==> src/rtl/store_unit.sv <==
// Store unit: turns a core SB/SH/SW request into a single-beat bus write with
// lane-replicated data, byte strobes and a bounded wait for the write response.
module store_unit #(
  parameter int unsigned TIMEOUT_CYCLES = 255
) (
  input  logic        clk_i,
  input  logic        rst_i,
  input  logic        st_req_i,
  input  logic [31:0] addr_i,
  input  logic [31:0] wdata_i,
  input  logic [2:0]  funct3_i,
  output logic        stall_o,
  output logic        done_o,
  output logic        err_o,
  output logic        misalign_o,
  output logic        bus_valid_o,
  input  logic        bus_ready_i,
  output logic [31:0] bus_addr_o,
  output logic [31:0] bus_wdata_o,
  output logic [3:0]  bus_wstrb_o,
  input  logic        bus_ack_i,
  input  logic        bus_err_i
);

  localparam int unsigned CntW = $clog2(TIMEOUT_CYCLES + 1);
  // The counter holds the number of RESP cycles already spent, so the last
  // allowed cycle is the one where it equals TIMEOUT_CYCLES-1.
  localparam logic [CntW-1:0] CntLast = CntW'(TIMEOUT_CYCLES - 1);

  typedef enum logic [1:0] {StIdle, StAddr, StResp, StDone} state_e;

  state_e          state_q;
  logic [CntW-1:0] cnt_q;

  logic            legal;
  logic [31:0]     lane_data;
  logic [3:0]      lane_strb;

  always_comb begin
    legal     = 1'b0;
    lane_data = '0;
    lane_strb = '0;
    case (funct3_i)
      3'b000: begin
        legal     = 1'b1;
        lane_data = {4{wdata_i[7:0]}};
        lane_strb = 4'b0001 << addr_i[1:0];
      end
      3'b001: begin
        legal     = ~addr_i[0];
        lane_data = {2{wdata_i[15:0]}};
        lane_strb = addr_i[1] ? 4'b1100 : 4'b0011;
      end
      3'b010: begin
        legal     = (addr_i[1:0] == 2'b00);
        lane_data = wdata_i;
        lane_strb = 4'b1111;
      end
      default: ;
    endcase
  end

  assign misalign_o = (state_q == StIdle) && st_req_i && !legal;
  assign stall_o    = (state_q == StAddr) || (state_q == StResp) ||
                      ((state_q == StIdle) && st_req_i && legal);

  always_ff @(posedge clk_i) begin
    if (rst_i) begin
      state_q     <= StIdle;
      cnt_q       <= '0;
      bus_valid_o <= 1'b0;
      done_o      <= 1'b0;
      err_o       <= 1'b0;
      bus_addr_o  <= '0;
      bus_wdata_o <= '0;
      bus_wstrb_o <= '0;
    end else begin
      done_o <= 1'b0;
      err_o  <= 1'b0;
      case (state_q)
        StIdle: begin
          if (st_req_i && legal) begin
            bus_addr_o  <= {addr_i[31:2], 2'b00};
            bus_wdata_o <= lane_data;
            bus_wstrb_o <= lane_strb;
            bus_valid_o <= 1'b1;
            state_q     <= StAddr;
          end
        end
        StAddr: begin
          if (bus_ready_i) begin
            bus_valid_o <= 1'b0;
            cnt_q       <= '0;
            state_q     <= StResp;
          end
        end
        StResp: begin
          if (bus_ack_i) begin
            done_o  <= 1'b1;
            err_o   <= bus_err_i;
            state_q <= StDone;
          end else if (cnt_q == CntLast) begin
            done_o  <= 1'b1;
            err_o   <= 1'b1;
            state_q <= StDone;
          end else begin
            cnt_q <= cnt_q + CntW'(1);
          end
        end
        StDone: begin
          state_q <= StIdle;
        end
        default: begin
          state_q     <= StIdle;
          bus_valid_o <= 1'b0;
        end
      endcase
    end
  end

endmodule

==> config.mk <==
export PLATFORM = sky130hd
export DESIGN_NAME = store_unit
export DESIGN_NICKNAME = d
export VERILOG_FILES = /design/src/rtl/store_unit.sv
export SDC_FILE = /design/constraint.sdc
export NUM_CORES = 1
export LEC_CHECK = 0
export CAP_MARGIN = 10
export CORE_AREA = 2 2 111 113
export CTS_CLUSTER_DIAMETER = 150
export DETAILED_ROUTE_END_ITERATION = 6
export DIE_AREA = 0 0 113 115
export PLACE_DENSITY_LB_ADDON = 0.15
export SYNTH_ARGS = -nofsm -noshare
export SYNTH_HDL_FRONTEND = slang
export SYNTH_SLANG_ARGS = --single-unit
export TNS_END_PERCENT = 20
==> constraint.sdc <==
create_clock -name clk_i -period 1.8 [get_ports clk_i]
set_input_delay 0.27 -clock clk_i [delete_from_list [all_inputs] [get_ports clk_i]]
set_output_delay 0.27 -clock clk_i [all_outputs]
set_load 0.01 [all_outputs]
==> impl_metrics.env <==
export IMPL_status="finished, violations left"
export IMPL_violations="design-rule violations"
export IMPL_power_density_nw_per_um2=862
export IMPL_ys_warn_count=0
export IMPL_crit_top_cell="buf_4"
export IMPL_grt_pass1_vias=3408
export IMPL_setup_viol=0
export IMPL_wirelength_um=10700
export IMPL_gp_congestion=0.834
export IMPL_cts_path_max_buffers=2
export IMPL_synth_edf_count=0
export IMPL_max_cap_viol_count=0
export IMPL_ys_async_sr_fraction_pct=0
export IMPL_p_leak_nw=1.95
export IMPL_die_y_um=115
export IMPL_ys_seq_area_share_pct=46.0
export IMPL_startpoint_type="input port"
export IMPL_row_count=40
export IMPL_wire_per_inst_um=14.5
export IMPL_syn_cell_area_um2=3440
export IMPL_p_int_w=0.00337
export IMPL_critical_path_required_ns=1.53
export IMPL_clkTransAtPathRegs_ns=0.06
export IMPL_final_hold_violation_count=0
export IMPL_io_buffers=143
export IMPL_setup_ws_ns=0.0515
export IMPL_critPathLaunch="funct3_i[0]"
export IMPL_critPathTopFamily="buffers and inverters"
export IMPL_hold_class="input port to register"
export IMPL_combPwrFrac_pct=22.2
export IMPL_p_seq_share_pct=40.3
export IMPL_netlist_top_cells_area="dfxtp_1, nand2_1, a21oi_1"
export IMPL_grt_overflow_total=0
export IMPL_min_period_ns=1.75
export IMPL_start_util_pct=29.1
export IMPL_max_freq_ghz=0.572
export IMPL_skew_ns=0.0107
export IMPL_rr_worst_depth=6
export IMPL_num_io_pins=146
export IMPL_multiInputGateArea_um2=1710
export IMPL_syn_inst=442
export IMPL_grt_pass1_wl_um=16800
export IMPL_ys_types=37
export IMPL_peakVddDrop_mv=0.343
export IMPL_ant_nets=0
export IMPL_r2r_end="cnt_q[6]$_SDFFE_PP0P_"
export IMPL_drv_slew=0
export IMPL_die_w_um=113
export IMPL_cts_root_buffer="clkbuf_16"
export IMPL_worstSetupEndpoint="stall_o"
export IMPL_period_share_pct=97.1
export IMPL_tightest_slew_ns=0.501
export IMPL_ys_ff_latch=79
export IMPL_cts_htree_levels=3
export IMPL_hpwl_um=7800
export IMPL_nFillCells=1204
export IMPL_synthTopCellsByCount="nand2_1, a21oi_1, dfxtp_1, clkbuf_1, nor2_1"
export IMPL_cp_data_arrival_time_ns=1.48
export IMPL_grt_max_degree=44
export IMPL_rsz0062_at_grt="true"
export IMPL_dpl_worst_slack_ns=-0.533
export IMPL_cts_hold_buf=0
export IMPL_diodes=0
export IMPL_cp_depth=8
export IMPL_p_switching_w=0.00133
export IMPL_swShare_pct=28.3
export IMPL_synth_area_leader_cell="dfxtp_1"
export IMPL_regArea_um2=1580
export IMPL_numCtsBuffers=9
export IMPL_synth_top_area_share_pct=46.0
export IMPL_crit_path_max_fanout=5
export IMPL_placed_area_um2=5120
export IMPL_drtIter0Drc=175
export IMPL_die_area_um2=13000
export IMPL_r2r_setup_slack_ns=0.14
export IMPL_synth_ff_type="dfxtp_1"
export IMPL_cp_cell_sequence="dlygate4sd2_1, buf_4, a21o_1, a21oi_2, buf_4, nand3_2, nand2b_1, buf_2"
export IMPL_num_vias=3455
export IMPL_critPathMaxStageDelay_ns=0.28
export IMPL_power_share_clock_pct=37.5
export IMPL_track_usage_pct=16.2
export IMPL_path_buf_inv=4
export IMPL_whs_ns=0.410
export IMPL_slowest_stage="dlygate4sd2_1"
export IMPL_drt_drc_violations_left=8
export IMPL_worst_setup_path_type="input port to primary output"
export IMPL_yosys_cell_count_top_type="nand2_1"
export IMPL_drive_above_1_share_pct=9.44
export IMPL_slew_limit_headroom_pct=66.6
export IMPL_drt_vias_per_instance=4.67
export IMPL_grt_antenna_before_repair=0
export IMPL_endpoint_kind="primary output"
export IMPL_final_nets=666
export IMPL_design_area_um2=5450
export IMPL_area_growth_pct=58.5
export IMPL_r2r_start="state_q[1]$_SDFFE_PP0P_"
export IMPL_drt_pass1_iterations=6
export IMPL_core_area_um2=11800
export IMPL_clkSinkCount=79
export IMPL_clock_latency_ns=0.33
export IMPL_avgSynthCellArea_um2=7.78
export IMPL_cts_tree="done"
-- flip-flops by register name (all words and copies together), names as in the netlist --
signal,flops
bus_wdata_o,32
cnt_q,8
err_o,1
bus_wstrb_o,4
state_q,2
bus_addr_o,30
done_o,1
bus_valid_o,1
-- cell type report --
type,count,area share [%]
clock buffers,10,4.38
flip-flops and latches,79,29.0
repair buffers,166,30.6
clock inverters,6,0.918
well taps,147,3.37
inverters,7,0.482
multi-input cells,325,31.3
-- power by group through the flow --
stage	Combinational, W	Clock (W)	Sequential, W
4_1_cts	0.00103	0.00183	0.00189
2_1_floorplan	0.000458	0	0.00197
6_report	0.00104	0.00176	0.00189
3_5_place_dp	0.00104	0	0.00193
5_1_grt	0.00114	0.00189	0.00191
3_3_place_gp	0.00103	0	0.00193
-- timing repair --
action / CTS / global route
endpoints found under the setup margin: 68 / 15
resized for setup: 11 / 9
pin swaps: 2 / 0
setup buffers: 2 / 1
-- stage by stage --
step,instances,total power (W),setup TNS (ns),util [%]
final,740,0.00470,0,46.2
after detailed placement,721,0.00297,-31.19,43.3
after floorplan,443,0.00243,0,-
after global routing,740,0.00494,-0.0757,46.2
after CTS,739,0.00475,0,45.9
after global placement,721,0.00296,-29.86,43.3
-- cell usage in the layout, fill, tap and decap left out, types with 2 or more instances in the layout --
| cell type | instances |
|---|---|
| nand4_1 | 3 |
| xnor2_1 | 4 |
| ha_1 | 2 |
| a21oi_1 | 79 |
| buf_6 | 2 |
| nand2_1 | 124 |
| a211oi_1 | 5 |
| ha_2 | 3 |
| buf_4 | 15 |
| or3_1 | 10 |
| clkbuf_16 | 9 |
| nor3_1 | 6 |
| nor2b_2 | 2 |
| dfxtp_1 | 79 |
| clkdlybuf4s50_1 | 137 |
| buf_2 | 2 |
| nor2_1 | 15 |
| dlygate4sd2_1 | 3 |
| inv_6 | 3 |
| a31o_2 | 3 |
| mux2i_1 | 8 |
| nor2b_1 | 9 |
| o21ai_0 | 10 |
| a21oi_2 | 2 |
| conb_1 | 2 |
| clkinvlp_4 | 2 |
| nand2b_1 | 2 |
| a21o_1 | 9 |
| inv_1 | 7 |
| nand3_1 | 10 |
| o211ai_1 | 3 |
| buf_12 | 5 |
-- routing by layer --
layer	wire length [um]	vias up	GRT usage [%]	part of all wire, %
met1	4700	1579	20.2	44
met3	722	6	4.74	6.7
li1	-	1775	-	-
met5	0	-	0	0
met2	5200	95	27.2	49
met4	80	0	4.80	0.75
-- cell families (layout without fill, tap and decap cells) --
| logic type | count (synthesis) | in the layout | share of synthesized area (%) |
|---|---|---|---|
| DFF | 79 | 79 | 46.0 |
| buffers and inverters | 39 | 189 | 5.45 |
| xor gates and xnor gates | 5 | 5 | 1.27 |
| other | 1 | 2 | 0.109 |
| adders and majority gates | 5 | 5 | 1.82 |
| muxes | 9 | 9 | 2.65 |
| and+or+nand+nor | 189 | 189 | 24.0 |
| AOI/OAI and AO/OA | 115 | 115 | 18.8 |
-- how the worst min path moves through the flow --
stage,slack (ns),from,depth (start not counted),to
5_1_grt,0.43,rst_i,2,bus_wdata_o[5]$_SDFFE_PP0P_
3_5_place_dp,0.45,bus_wdata_o[0]$_SDFFE_PP0P_,2,bus_wdata_o[0]$_SDFFE_PP0P_
6_report,0.41,rst_i,2,bus_wdata_o[0]$_SDFFE_PP0P_
2_1_floorplan,0.41,addr_i[10],2,bus_addr_o[10]$_SDFFE_PP0P_
4_1_cts,0.40,rst_i,2,bus_wdata_o[1]$_SDFFE_PP0P_
3_3_place_gp,0.44,bus_wdata_o[31]$_SDFFE_PP0P_,2,bus_wdata_o[31]$_SDFFE_PP0P_
Power figures use the tool's default switching activity.
